File: config.mk
export PLATFORM = sky130hd
export DESIGN_NAME = costas_lock_ctrl
export DESIGN_NICKNAME = d
export VERILOG_FILES = /design/src/rtl/bpsk_ctrl_pkg.sv /design/src/rtl/costas_lock_ctrl_metric_acc.sv /design/src/rtl/costas_lock_ctrl.sv
export SDC_FILE = /design/constraint.sdc
export NUM_CORES = 1
export LEC_CHECK = 0
export ABC_AREA = 1
export CORE_ASPECT_RATIO = 0.75
export CORE_MARGIN = 10
export CORE_UTILIZATION = 61
export CTS_BUF_LIST = sky130_fd_sc_hd__clkbuf_4
export DETAILED_ROUTE_END_ITERATION = 10
export PLACE_DENSITY_LB_ADDON = 0.1
export SLEW_MARGIN = 20
export SYNTH_ARGS = -nofsm -noshare
export SYNTH_HDL_FRONTEND = slang
export SYNTH_SLANG_ARGS = --single-unit
File: constraint.sdc
create_clock -name clk -period 8.1 [get_ports clk]
set_input_delay 2.43 -clock clk [delete_from_list [all_inputs] [get_ports clk]]
set_output_delay 2.43 -clock clk [all_outputs]
set_load 0.005 [all_outputs]
File: src/rtl/bpsk_ctrl_pkg.sv
// bpsk_ctrl_pkg: shared definitions for the Costas lock controller.
//   state_t    - controller FSM states (IDLE..LOCKED encoded 0..4)
//   GAIN_*     - gain_sel codes driven to the loop filter
//   METRIC_W   - width of the signed window metric
//   abs_sat()  - 16-bit absolute value with -32768 clamped to 32767
package bpsk_ctrl_pkg;

    typedef enum logic [2:0] {
        S_IDLE   = 3'd0,
        S_SETTLE = 3'd1,
        S_SWEEP  = 3'd2,
        S_TRACK  = 3'd3,
        S_LOCKED = 3'd4
    } state_t;

    localparam logic [1:0] GAIN_OFF    = 2'd0;
    localparam logic [1:0] GAIN_WIDE   = 2'd1;
    localparam logic [1:0] GAIN_NARROW = 2'd2;

    localparam int unsigned METRIC_W = 24;

    function automatic logic [15:0] abs_sat(input logic signed [15:0] x);
        if (x == 16'sh8000)
            return 16'h7fff;
        else if (x < 0)
            return unsigned'(-x);
        else
            return unsigned'(x);
    endfunction

endpackage

File: src/rtl/costas_lock_ctrl_metric_acc.sv
// lock_metric_acc: accumulates (|I| - |Q|) over 2^WIN_LOG2 qualified samples.
//   clk, rst_n      - clock, synchronous active-low reset
//   en              - accumulate enable; low discards any partial window
//   sample_en       - qualifies i_filt/q_filt
//   i_filt, q_filt  - signed 16-bit filtered I/Q
//   done            - high in the cycle the final sample of a window is presented
//   win_metric      - completed window sum (valid while done), saturated to METRIC_W
//   metric          - registered last completed window metric
module lock_metric_acc
    import bpsk_ctrl_pkg::*;
#(
    parameter int unsigned WIN_LOG2 = 8
) (
    input  logic                       clk,
    input  logic                       rst_n,
    input  logic                       en,
    input  logic                       sample_en,
    input  logic signed [15:0]         i_filt,
    input  logic signed [15:0]         q_filt,
    output logic                       done,
    output logic signed [METRIC_W-1:0] win_metric,
    output logic signed [METRIC_W-1:0] metric
);

    // Accumulator is kept at least one bit wider than the metric so the
    // saturation bounds below are representable.
    localparam int unsigned ACC_W = (WIN_LOG2 + 17 > METRIC_W) ? WIN_LOG2 + 17 : METRIC_W + 1;
    localparam logic signed [ACC_W-1:0] SAT_HI = ACC_W'((1 << (METRIC_W - 1)) - 1);
    localparam logic signed [ACC_W-1:0] SAT_LO = ~SAT_HI;

    logic [WIN_LOG2-1:0]     cnt;
    logic signed [ACC_W-1:0] acc;
    logic signed [ACC_W-1:0] sum;
    logic signed [16:0]      diff;

    always_comb begin
        diff = $signed({1'b0, abs_sat(i_filt)}) - $signed({1'b0, abs_sat(q_filt)});
        sum  = acc + ACC_W'(diff);
        done = en && sample_en && (cnt == '1);
        if (sum > SAT_HI)
            win_metric = METRIC_W'(SAT_HI);
        else if (sum < SAT_LO)
            win_metric = METRIC_W'(SAT_LO);
        else
            win_metric = METRIC_W'(sum);
    end

    always_ff @(posedge clk) begin
        if (!rst_n) begin
            cnt    <= '0;
            acc    <= '0;
            metric <= '0;
        end else begin
            if (done)
                metric <= win_metric;
            if (!en) begin
                cnt <= '0;
                acc <= '0;
            end else if (sample_en) begin
                cnt <= cnt + WIN_LOG2'(1);
                acc <= done ? '0 : sum;
            end
        end
    end

endmodule

File: src/rtl/costas_lock_ctrl.sv
// costas_lock_ctrl: acquisition/lock controller for a BPSK Costas loop.
// Sweeps the NCO frequency control word around INIT_FREQ until the window
// metric sum(|I|-|Q|) passes LOCK_THR, then narrows the loop and reports lock.
//   clk, rst_n        - clock, synchronous active-low reset
//   start, abort      - one-cycle acquisition start / return-to-IDLE pulses
//   sample_en         - qualifies i_filt/q_filt
//   i_filt, q_filt    - signed 16-bit FIR outputs
//   fcw_base          - FCW seed for the loop filter
//   loop_en, gain_sel - loop filter enable and bandwidth (0 off, 1 wide, 2 narrow)
//   locked, state_o   - lock status and current FSM encoding
//   metric_o          - last completed window metric
// Build option: define COSTAS_LOCK_CTRL_HYST_EN to require LOSS_CNT consecutive
// failing windows before unlocking (default: a single failing window unlocks).
module costas_lock_ctrl
    import bpsk_ctrl_pkg::*;
#(
    parameter logic [31:0]        INIT_FREQ   = 32'd42949673,
    parameter logic [31:0]        SWEEP_STEP  = 32'd429497,
    parameter int unsigned        SWEEP_STEPS = 16,
    parameter int unsigned        WIN_LOG2    = 8,
    parameter int unsigned        SETTLE_CYC  = 128,
    parameter logic signed [23:0] LOCK_THR    = 24'sd1048576,
    parameter int unsigned        LOSS_CNT    = 4
) (
    input  logic                       clk,
    input  logic                       rst_n,
    input  logic                       start,
    input  logic                       abort,
    input  logic                       sample_en,
    input  logic signed [15:0]         i_filt,
    input  logic signed [15:0]         q_filt,
    output logic [31:0]                fcw_base,
    output logic                       loop_en,
    output logic [1:0]                 gain_sel,
    output logic                       locked,
    output logic [2:0]                 state_o,
    output logic signed [METRIC_W-1:0] metric_o
);

`ifdef COSTAS_LOCK_CTRL_HYST_EN
    localparam int unsigned LOSS_LIM = LOSS_CNT;
`else
    localparam int unsigned LOSS_LIM = 1;
`endif

    localparam int unsigned SW = $clog2(2 * SWEEP_STEPS + 1);
    localparam int unsigned CW = $clog2(SETTLE_CYC + 1);
    localparam int unsigned FW = $clog2(LOSS_LIM + 1);

    state_t                    state, state_nxt;
    logic [31:0]               fcw_nxt, fcw_step, offs;
    logic [SW-1:0]             step_idx, step_nxt, step_adv;
    logic [CW-1:0]             settle_cnt, settle_nxt;
    logic [FW-1:0]             fail_cnt, fail_nxt;
    logic                      acc_en, win_done, win_pass;
    logic signed [METRIC_W-1:0] win_metric;

    assign acc_en = (state == S_SWEEP) || (state == S_TRACK) || (state == S_LOCKED);

    lock_metric_acc #(
        .WIN_LOG2(WIN_LOG2)
    ) u_acc (
        .clk       (clk),
        .rst_n     (rst_n),
        .en        (acc_en),
        .sample_en (sample_en),
        .i_filt    (i_filt),
        .q_filt    (q_filt),
        .done      (win_done),
        .win_metric(win_metric),
        .metric    (metric_o)
    );

    assign win_pass = (win_metric >= LOCK_THR);

    // Next sweep point: step_idx counts failed steps; even index -> +, odd -> -,
    // magnitude (idx/2 + 1) steps. After 2*SWEEP_STEPS points, back to INIT_FREQ.
    always_comb begin
        offs = SWEEP_STEP * (32'(step_idx >> 1) + 32'd1);
        if (step_idx == SW'(2 * SWEEP_STEPS)) begin
            fcw_step = INIT_FREQ;
            step_adv = '0;
        end else begin
            fcw_step = step_idx[0] ? INIT_FREQ - offs : INIT_FREQ + offs;
            step_adv = step_idx + SW'(1);
        end
    end

    always_comb begin
        state_nxt  = state;
        fcw_nxt    = fcw_base;
        step_nxt   = step_idx;
        settle_nxt = '0;
        fail_nxt   = fail_cnt;
        case (state)
            S_IDLE: begin
                if (start) begin
                    fcw_nxt   = INIT_FREQ;
                    step_nxt  = '0;
                    fail_nxt  = '0;
                    state_nxt = S_SETTLE;
                end
            end
            S_SETTLE: begin
                if (settle_cnt == CW'(SETTLE_CYC - 1))
                    state_nxt = S_SWEEP;
                else
                    settle_nxt = settle_cnt + CW'(1);
            end
            S_SWEEP, S_TRACK: begin
                if (win_done) begin
                    if (win_pass) begin
                        state_nxt = (state == S_SWEEP) ? S_TRACK : S_LOCKED;
                        fail_nxt  = '0;
                    end else begin
                        fcw_nxt   = fcw_step;
                        step_nxt  = step_adv;
                        state_nxt = S_SETTLE;
                    end
                end
            end
            S_LOCKED: begin
                if (win_done) begin
                    if (win_pass) begin
                        fail_nxt = '0;
                    end else if (fail_cnt == FW'(LOSS_LIM - 1)) begin
                        fail_nxt  = '0;
                        state_nxt = S_SETTLE;
                    end else begin
                        fail_nxt = fail_cnt + FW'(1);
                    end
                end
            end
            default: state_nxt = S_IDLE;
        endcase
        if (abort)
            state_nxt = S_IDLE;
    end

    always_ff @(posedge clk) begin
        if (!rst_n) begin
            state      <= S_IDLE;
            fcw_base   <= INIT_FREQ;
            step_idx   <= '0;
            settle_cnt <= '0;
            fail_cnt   <= '0;
        end else begin
            state      <= state_nxt;
            fcw_base   <= fcw_nxt;
            step_idx   <= step_nxt;
            settle_cnt <= settle_nxt;
            fail_cnt   <= fail_nxt;
        end
    end

    // Outputs decode the registered state, so locked moves on the same edge
    // that registers the completing window's metric.
    always_comb begin
        loop_en  = acc_en;
        locked   = (state == S_LOCKED);
        state_o  = state;
        case (state)
            S_SETTLE, S_SWEEP:  gain_sel = GAIN_WIDE;
            S_TRACK, S_LOCKED:  gain_sel = GAIN_NARROW;
            default:            gain_sel = GAIN_OFF;
        endcase
    end

endmodule

==> flow_summary.ini <==
[detailed_routing]
dr_wl_met2_mm = 12.0
drtIter0Drc = 944
dr_wl_met3_mm = 3.00
highest_layer = met4
drc_errors = 0
route.vias.total = 11000
wl_per_cell_um = 15.2
dr.pass1.iters = 5
postRouteAntennaNets = 0
vias_per_cell = 5.52
finalWirelength_mm = 30.2
drt-met1-wl_mm = 14.8

[floorplanning]
core_um2 = 16800
die_y_um = 133
start_util = 0.621
rows = 41
io_pins = 100
die_x_um = 171
die_area_um2 = 22800

[sta]
max_slew_margin = 0.452
finalSetupTns_ns = 0
clock-skew-final_ns = 0.0246
finalMaxSlewViolations = 0
setup_viol = 0
tightest_slew_ns = 0.821
min_period_over_period = 0.931
rsz0062_at_grt = false
fin_crit_ns = 7.54
holdWs_ns = 0.465
hold_violations = 0
fmax_mhz = 133

[global_routing]
grt_pass1_wl_mm = 49.0
grt_max_degree = 36
antenna_found_initial = 0
overflow = 0
grt_usage = 0.257
grt_pass1_vias = 10100

[status]
outcome = finished clean

[hold_path]
min_from = settle_cnt[0]$_SDFF_PP0_
whs_path_depth = 1
hp-class = reg -> reg
hold_end = settle_cnt[0]$_SDFF_PP0_

[worst_setup_path]
slowest_delay_ns = 0.56
path_max_fanout = 16
cp-start-kind = primary input
path_common_cell = nand2_1
crit_required_ns = 8.56
crit_type = in -> reg
reg2reg_setup_slack_ns = 2.22
regToRegEndpoint = fcw_base[26]$_SDFFE_PN0P_
worst-path-buf-inv = 9
reg2reg_from = step_idx[1]$_SDFFE_PN0P_
end_kind = flop
arrival_ns = 8.00
cp_slowest_cell = a21boi_4
r2r_cells = 26
critPathTopFamily = compound AO/OA/AOI/OAI gates

[finish]
final_cells = 1983
layout_common_cells = nand2_1, inv_1, nor2_1
antennaDiodeCount = 0
fin_area_um2 = 11900
layout-area-overhead-vs-synth_pct = 13.6
layout_commonest_cell = nand2_1
drive_gt1_frac = 0.0617
num-fill-cells = 1536
layout.nets = 1919

[cts]
hold_buffers = 0
cts_sinks = 101
clock_path_buffers = 2
cts_tree = yes
clk_pin_slew_ns = 0.18
clock_latency_ns = 0.52
htreeDepth = 3
cts_root_buf = clkbuf_4
numCtsBuffers = 9

[yosys]
ys_types = 54
synth_async_sr_flop_share = 0
yosys_most_used_dff = dfxtp_1
synth_seq_cells = 101
synth_xor_area_frac = 0.0560
synth-simple-area-share = 0.331
syn_avg_cell_area_um2 = 6.28
synth-seq-area-share = 0.193
yosys-top-cells-area = dfxtp_1, nand2_1, ha_1, inv_1, a21oi_1
synth_edf_count = 0
synth_top_area_cell = dfxtp_1
yosys.area_share.adder = 0.158
muxShareOfSynthArea = 0
synth.top_cell.area_share = 0.193
synth_compound_area_frac = 0.157
synth_top_family_by_area = simple AND/OR/NAND/NOR gates
syn-cell-area_um2 = 10500
yosys_warnings = 0
syn_inst = 1664

[pwr]
p_per_area_nw_per_um2 = 180
peakVddDrop_v = 0.000120
leakagePower_nw = 5.93

[placement]
numPlacedInstances = 1966
place_area_um2 = 11700
gp_congestion = 0.946
hpwlAfterDp_mm = 23.8
io_buffers = 94

[job]
drv_cap = 0
[metrics by stage]
| step | setup WS (ns) | util | total power [mW] |
|---|---|---|---|
| floorplan | 1.11 | - | 1.47 |
| global placement | 0.0431 | 0.695 | 1.78 |
| detailed placement | -0.143 | 0.695 | 1.80 |
| CTS | 0.399 | 0.704 | 2.11 |
| global route | 0.0388 | 0.706 | 2.32 |
| finish | 0.558 | 0.706 | 2.14 |
[cell families after synthesis]
kind of cell | count (synthesis)
xor+xnor | 66
fa+ha+maj | 118
other cells | 1
simple gates | 810
flops | 101
buf+inv | 268
compound gates | 300
[flip-flops by register name (all words and copies together) (netlist names)]
signal / cells
u_acc.cnt: 8
u_acc.acc: 25
step_idx: 6
fcw_base: 27
settle_cnt: 8
state_o: 3
u_acc.metric: 24
[cell usage after synthesis, types with 4 or more instances]
cell      instances
nor3_1           19
inv_1           218
or2_2             7
inv_2             5
dfxtp_1         101
o31ai_1           4
o21ai_1          12
o21bai_1          9
clkbuf_1         25
a21oi_1         158
a31oi_1           7
nand2_2          20
nand3_1          92
xor2_1           45
nor2_2            6
nand3b_1          5
and2_1            4
nand4_1          23
o21ai_0          87
a21oi_2           5
nor2_1          167
buf_6             5
xnor2_1          20
ha_1             95
nand2_1         447
nor3b_1           9
fa_1             23
buf_4             7
[metal layers]
metal,up-vias,GRT usage
li1,5565,-
met2,451,0.370
met4,0,0.0492
met5,-,0
met1,4902,0.383
met3,32,0.0552
[final cells by class]
cell class                 instances  area (um^2)  area share
clock buffer                       9         67.6     0.00569
clock inverter                     6         81.3     0.00684
inverter                         225          846      0.0712
multi-input combinational       1300         7380       0.621
sequential                       101         2020       0.170
tap                              215          269      0.0226
timing repair buffer             127         1210       0.102
[power by group]
part / internal, mW / leakage (nW) / switching (mW) / total [mW]
clock: 0.0984 / 0.0797 / 0.206 / 0.304
combinational: 0.454 / 5.03 / 0.843 / 1.30
sequential: 0.520 / 0.819 / 0.0161 / 0.536
total: 1.07 / 5.93 / 1.06 / 2.14
[how the worst max path moves through the flow]
stage / from / to / slack, ns / cells after the start
after global placement: q_filt[0] / step_idx[0]$_SDFFE_PN0P_ / 0.04 / 35
after global routing: q_filt[0] / fcw_base[22]$_SDFFE_PN0P_ / 0.04 / 36
after CTS: q_filt[0] / step_idx[0]$_SDFFE_PN0P_ / 0.40 / 35
after floorplan: q_filt[0] / fcw_base[14]$_SDFFE_PN1P_ / 1.11 / 37
final: q_filt[0] / fcw_base[24]$_SDFFE_PN0P_ / 0.56 / 35
after detailed placement: q_filt[0] / fcw_base[5]$_SDFFE_PN1P_ / -0.14 / 35
[worst register-to-register path, delay by kind of cell, from the launching register on]
| kind | cells | cell delay (ns) |
|---|---|---|
| flip-flops | 1 | 0.70 |
| AND/OR/NAND/NOR | 13 | 1.57 |
| AO/OA/AOI/OAI | 1 | 0.14 |
| adder cells (fa/ha/maj) | 6 | 2.43 |
| XOR/XNOR | 2 | 0.52 |
| buffers and inverters | 4 | 0.46 |
[timing repair]
action	CTS	global route
resized for setup	0	3
setup endpoints to repair	0	30
setup buffers	0	1
Note: power is estimated with default switching activity, not from simulation.
==> variant 1, RTL diff (same settings) <==
Change the parameter `SWEEP_STEPS` from 16 to 32.
--- a/src/rtl/costas_lock_ctrl.sv
+++ b/src/rtl/costas_lock_ctrl.sv
@@ -16,7 +16,7 @@
 #(
     parameter logic [31:0]        INIT_FREQ   = 32'd42949673,
     parameter logic [31:0]        SWEEP_STEP  = 32'd429497,
-    parameter int unsigned        SWEEP_STEPS = 16,
+    parameter int unsigned        SWEEP_STEPS = 32,
     parameter int unsigned        WIN_LOG2    = 8,
     parameter int unsigned        SETTLE_CYC  = 128,
     parameter logic signed [23:0] LOCK_THR    = 24'sd1048576,
Check against the original RTL: no difference found for any inputs over 10 cycles, from zero or initial values and one cycle with rst_n low; that may be too few to reach the edited logic, so the function may still have changed.
==> variant 1 against the unedited design <==
Wire length is 9.1% higher. Die area is 6.1% higher. Sequential cell count is 2 higher. Final area is 11% higher. Area after synthesis is 7.0% higher. Worst setup slack worse by 0.16 ns. Total power is 4.3% higher. Maximum frequency is 2.1% lower.
==> variant 1: results (changes against the unedited design) <==
metric,value,unit,change
Synth top cells by count,"503 x nand2_1, 254 x inv_1, 169 x nor2_1",,
crit path max-delay cell type,or4_4,,
final WL,32.89,mm,+9.1%
Worst Setup SP,q_filt[1],,
CP max FO,15,,-1
worst skew pair latency,0.50,ns,-0.02 ns
placed cells,2168,,+10%
first-pass GRT wire length,53.10,mm,+8.4%
worst-case vdd ir drop,0.1377,mV,+15%
initial antenna violation count,1,,+1
Yosys cell types,52,,-3.7%
post-DR vias/cell,5.500,,-0.39%
CP arrival,8.11,ns,+0.11 ns
Crit path largest cell delay,0.45,ns,-0.11 ns
syn_area_per_cell,6.274,um2,-0.15%
status,"finished, final reports clean",,
post-detail-place hpwl,26.90,mm,+13%
RePlAce Congestion,1.029,,+8.7%
First DRT Iteration DRCs,1274,,+35%
sequential area share after synthesis,18.42,%,-0.92 points
Leak,0.006708,uW,+13%
via count,12013,,+9.7%
final-stage net count,2119,,+10%
biggest regs,"fcw_base x28, u_acc.acc x25, u_acc.metric x24",,
Placement Setup Slack,-0.3334,ns,-0.1902 ns
ratio of cells with drive above 1 in the final layout,9.222,%,+3.1 points
Hold Crit Start,fcw_base[1],,
variant 1: metrics by stage:
stage / cell area (um2) / util [%] / total power [uW]
after floorplan: 11190 / - / 1481
after global placement: 12950 / 72.71 / 1891
after detailed placement: 12950 / 72.71 / 1917
after CTS: 13080 / 73.40 / 2179
after global routing: 13150 / 73.84 / 2403
final: 13150 / 73.84 / 2228
variant 1: cells by family after synthesis:
logic type      synth area share, %
compound gates                13.57
simple gates                  34.28
xor+xnor                      4.695
flops                         18.42
fa+ha+maj                     18.29
buf+inv                       10.74
variant 1: routing by layer:
| metal | GRT usage, % | wire [um] |
|---|---|---|
| met1 | 39.09 | 15810 |
| met2 | 38.73 | 12940 |
| met3 | 7.084 | 3804 |
| met4 | 4.192 | 339 |
| met5 | 0 | 0 |
variant 1: cell type report:
| cell class | count | area [um2] |
|---|---|---|
| multi-input cells | 1376 | 8009 |
| flip-flops and latches | 103 | 2062 |
| fillers | 1515 | 4661 |
| repair buffers | 184 | 1667 |
| inverters | 263 | 989.7 |
| diodes | 1 | 2.502 |
| clock inverters | 6 | 53.80 |
| well taps | 242 | 302.8 |
| clock buffers | 9 | 67.56 |
variant 1: worst max-delay path: cells and delay by family:
family,cells,cell delay [ns]
simple gates,21,2.59
buf+inv,10,1.38
xor+xnor,1,0.08
fa+ha+maj,3,0.81
compound gates,5,0.84
variant 1: path summary, 6_finish.rpt:
check	to	cells after the start	slack [ns]
worst max-delay path	fcw_base[2]	40	0.40
worst min-delay path	fcw_base[1]	2	0.48
worst max register to register	fcw_base[13]	24	1.44
worst min register to register	fcw_base[1]	2	0.48
variant 1: where the power goes:
| part | internal (uW) | switching [uW] |
|---|---|---|
| logic | 519 | 907 |
| registers | 524 | 15.2 |
| clock network | 67.1 | 197 |
==> variant 2, RTL diff (same flow settings) <==
Without the edit above. Register the output `metric_o`, without a reset; this adds one clock of latency there. The other outputs are not delayed to match.
--- a/src/rtl/costas_lock_ctrl.sv
+++ b/src/rtl/costas_lock_ctrl.sv
@@ -47,6 +47,8 @@
     localparam int unsigned CW = $clog2(SETTLE_CYC + 1);
     localparam int unsigned FW = $clog2(LOSS_LIM + 1);
 
+    logic signed [METRIC_W-1:0] metric_d;
+
     state_t                    state, state_nxt;
     logic [31:0]               fcw_nxt, fcw_step, offs;
     logic [SW-1:0]             step_idx, step_nxt, step_adv;
@@ -68,7 +70,7 @@
         .q_filt    (q_filt),
         .done      (win_done),
         .win_metric(win_metric),
-        .metric    (metric_o)
+        .metric    (metric_d)
     );
 
     assign win_pass = (win_metric >= LOCK_THR);
@@ -166,5 +168,9 @@
         endcase
     end
 
+    always_ff @(posedge clk) begin
+        metric_o <= metric_d;
+    end
+
 endmodule
 
Behaviour: same outputs for any inputs over 10 cycles, from zero or initial values and one cycle with rst_n low; that may be too few to reach the edited logic, so the function may still have changed.
==> variant 2 against the unedited design <==
Wire length up 3.1%. Sequential cell count up 24. Critical path depth up 2. Area after synthesis up 4.8%. Final area up 5.0%. Sequential power up 24%. Worst setup slack better by 0.017 ns. Combinational power up 28%. Clock skew about the same. Total power up 30%. Critical path type unchanged. Largest power group unchanged.
==> variant 2: results (changes against the unedited design) <==
metric,value,unit,change
via count,11431,,+4.4%
largest net degree at the start of global routing,47,,+31%
status,"finished, final reports clean",,
final WL,31.09,mm,+3.1%
RePlAce Congestion,0.9741,,+3.0%
placed cells,2059,,+4.7%
post-detail-place hpwl,24.92,mm,+4.8%
initial antenna violation count,1,,+1
Adder-Cell Fraction of Synth Area,15.05,%,-0.72 points
first-pass GRT wire length,50.05,mm,+2.2%
crit path max-delay cell type,clkdlybuf4s50_1,,
biggest regs,"fcw_base x27, u_acc.acc x25",,
cells after synthesis,1744,,+4.8%
final-stage net count,1992,,+3.8%
FF-to-FF setup slack,1.95,ns,-0.27 ns
drt wl/cell,14.85,um,-2.3%
worst-case vdd ir drop,0.09603,mV,-20%
GR Layer Usage met2,33.48,%,-3.5 points
post-synthesis compound-gate area fraction,13.20,%,-2.5 points
Leak,0.006309,uW,+6.4%
sequential area share after synthesis,22.84,%,+3.5 points
worst skew pair latency,0.58,ns,+0.06 ns
Area after DPL,0.01216,mm2,+3.9%
Yosys cell types,46,,-15%
Max H-tree Level,4,,+1
Layout Skew,0.02464,ns,+0.00003460 ns
Crit path largest cell delay,0.47,ns,-0.09 ns
"top cells by area, synth","dfxtp_1 23%, nand2_1 17%, ha_1 11%",,
First DRT Iteration DRCs,1333,,+41%
Synth Area in XOR/XNOR,5.186,%,-0.41 points
-- variant 2: cell count changes in the layout (fill, tap and decap cells not counted), sizes merged, moves of 9 or more --
cell    unedited run  this run
dfxtp            101       125
xor2              46        37
inv              225       263
nor2             173       162
clkbuf             9        18
nand3             95       105
nand2            469       513
buf               33        18
-- variant 2: final timing paths --
check,from,endpoint,cells past startpoint
hold reg to reg,u_acc.metric[2],metric_o[2],0
setup reg to reg,step_idx[1],fcw_base[24],25
setup / recovery,q_filt[3],fcw_base[7],37
hold / removal,u_acc.metric[2],metric_o[2],0
-- variant 2: through the flow --
step	setup WS (ns)	util, %	hold slack [ns]
2_1_floorplan	1.049	-	0.3259
3_3_place_gp	0.07024	68.85	0.3294
3_5_place_dp	-0.07415	68.85	0.3307
4_1_cts	0.5127	70.46	0.3366
5_1_grt	0.007288	70.69	0.3401
6_report	0.5748	70.69	0.3332
-- variant 2: area by class of cell --
class	instances	area, um2	area share (%)
inverters	259	974.7	7.809
flip-flops and latches	125	2502	20.05
clock inverters	14	148.9	1.193
well taps	242	302.8	2.426
repair buffers	112	1089	8.721
clock buffers	18	135.1	1.083
multi-input cells	1322	7327	58.70
diodes	1	2.502	0.02005
-- variant 2: cells by family (layout without fill, tap and decap cells) --
group,Yosys count,in the layout
adders and majority gates,118,118
xor gates and xnor gates,64,64
and+or+nand+nor,859,859
DFF,125,125
other,1,6
buffers and inverters,301,403
AOI/OAI and AO/OA,276,276
-- variant 2: repair_timing --
item	CTS	global route
resized for setup	0	8
buffers inserted	0	1
endpoints found under the setup margin	0	35
-- variant 2: where the power goes --
group / internal, uW / switching (uW)
combinational: 550 / 1120
clock: 167 / 280
sequential: 641 / 21.8
total: 1360 / 1420
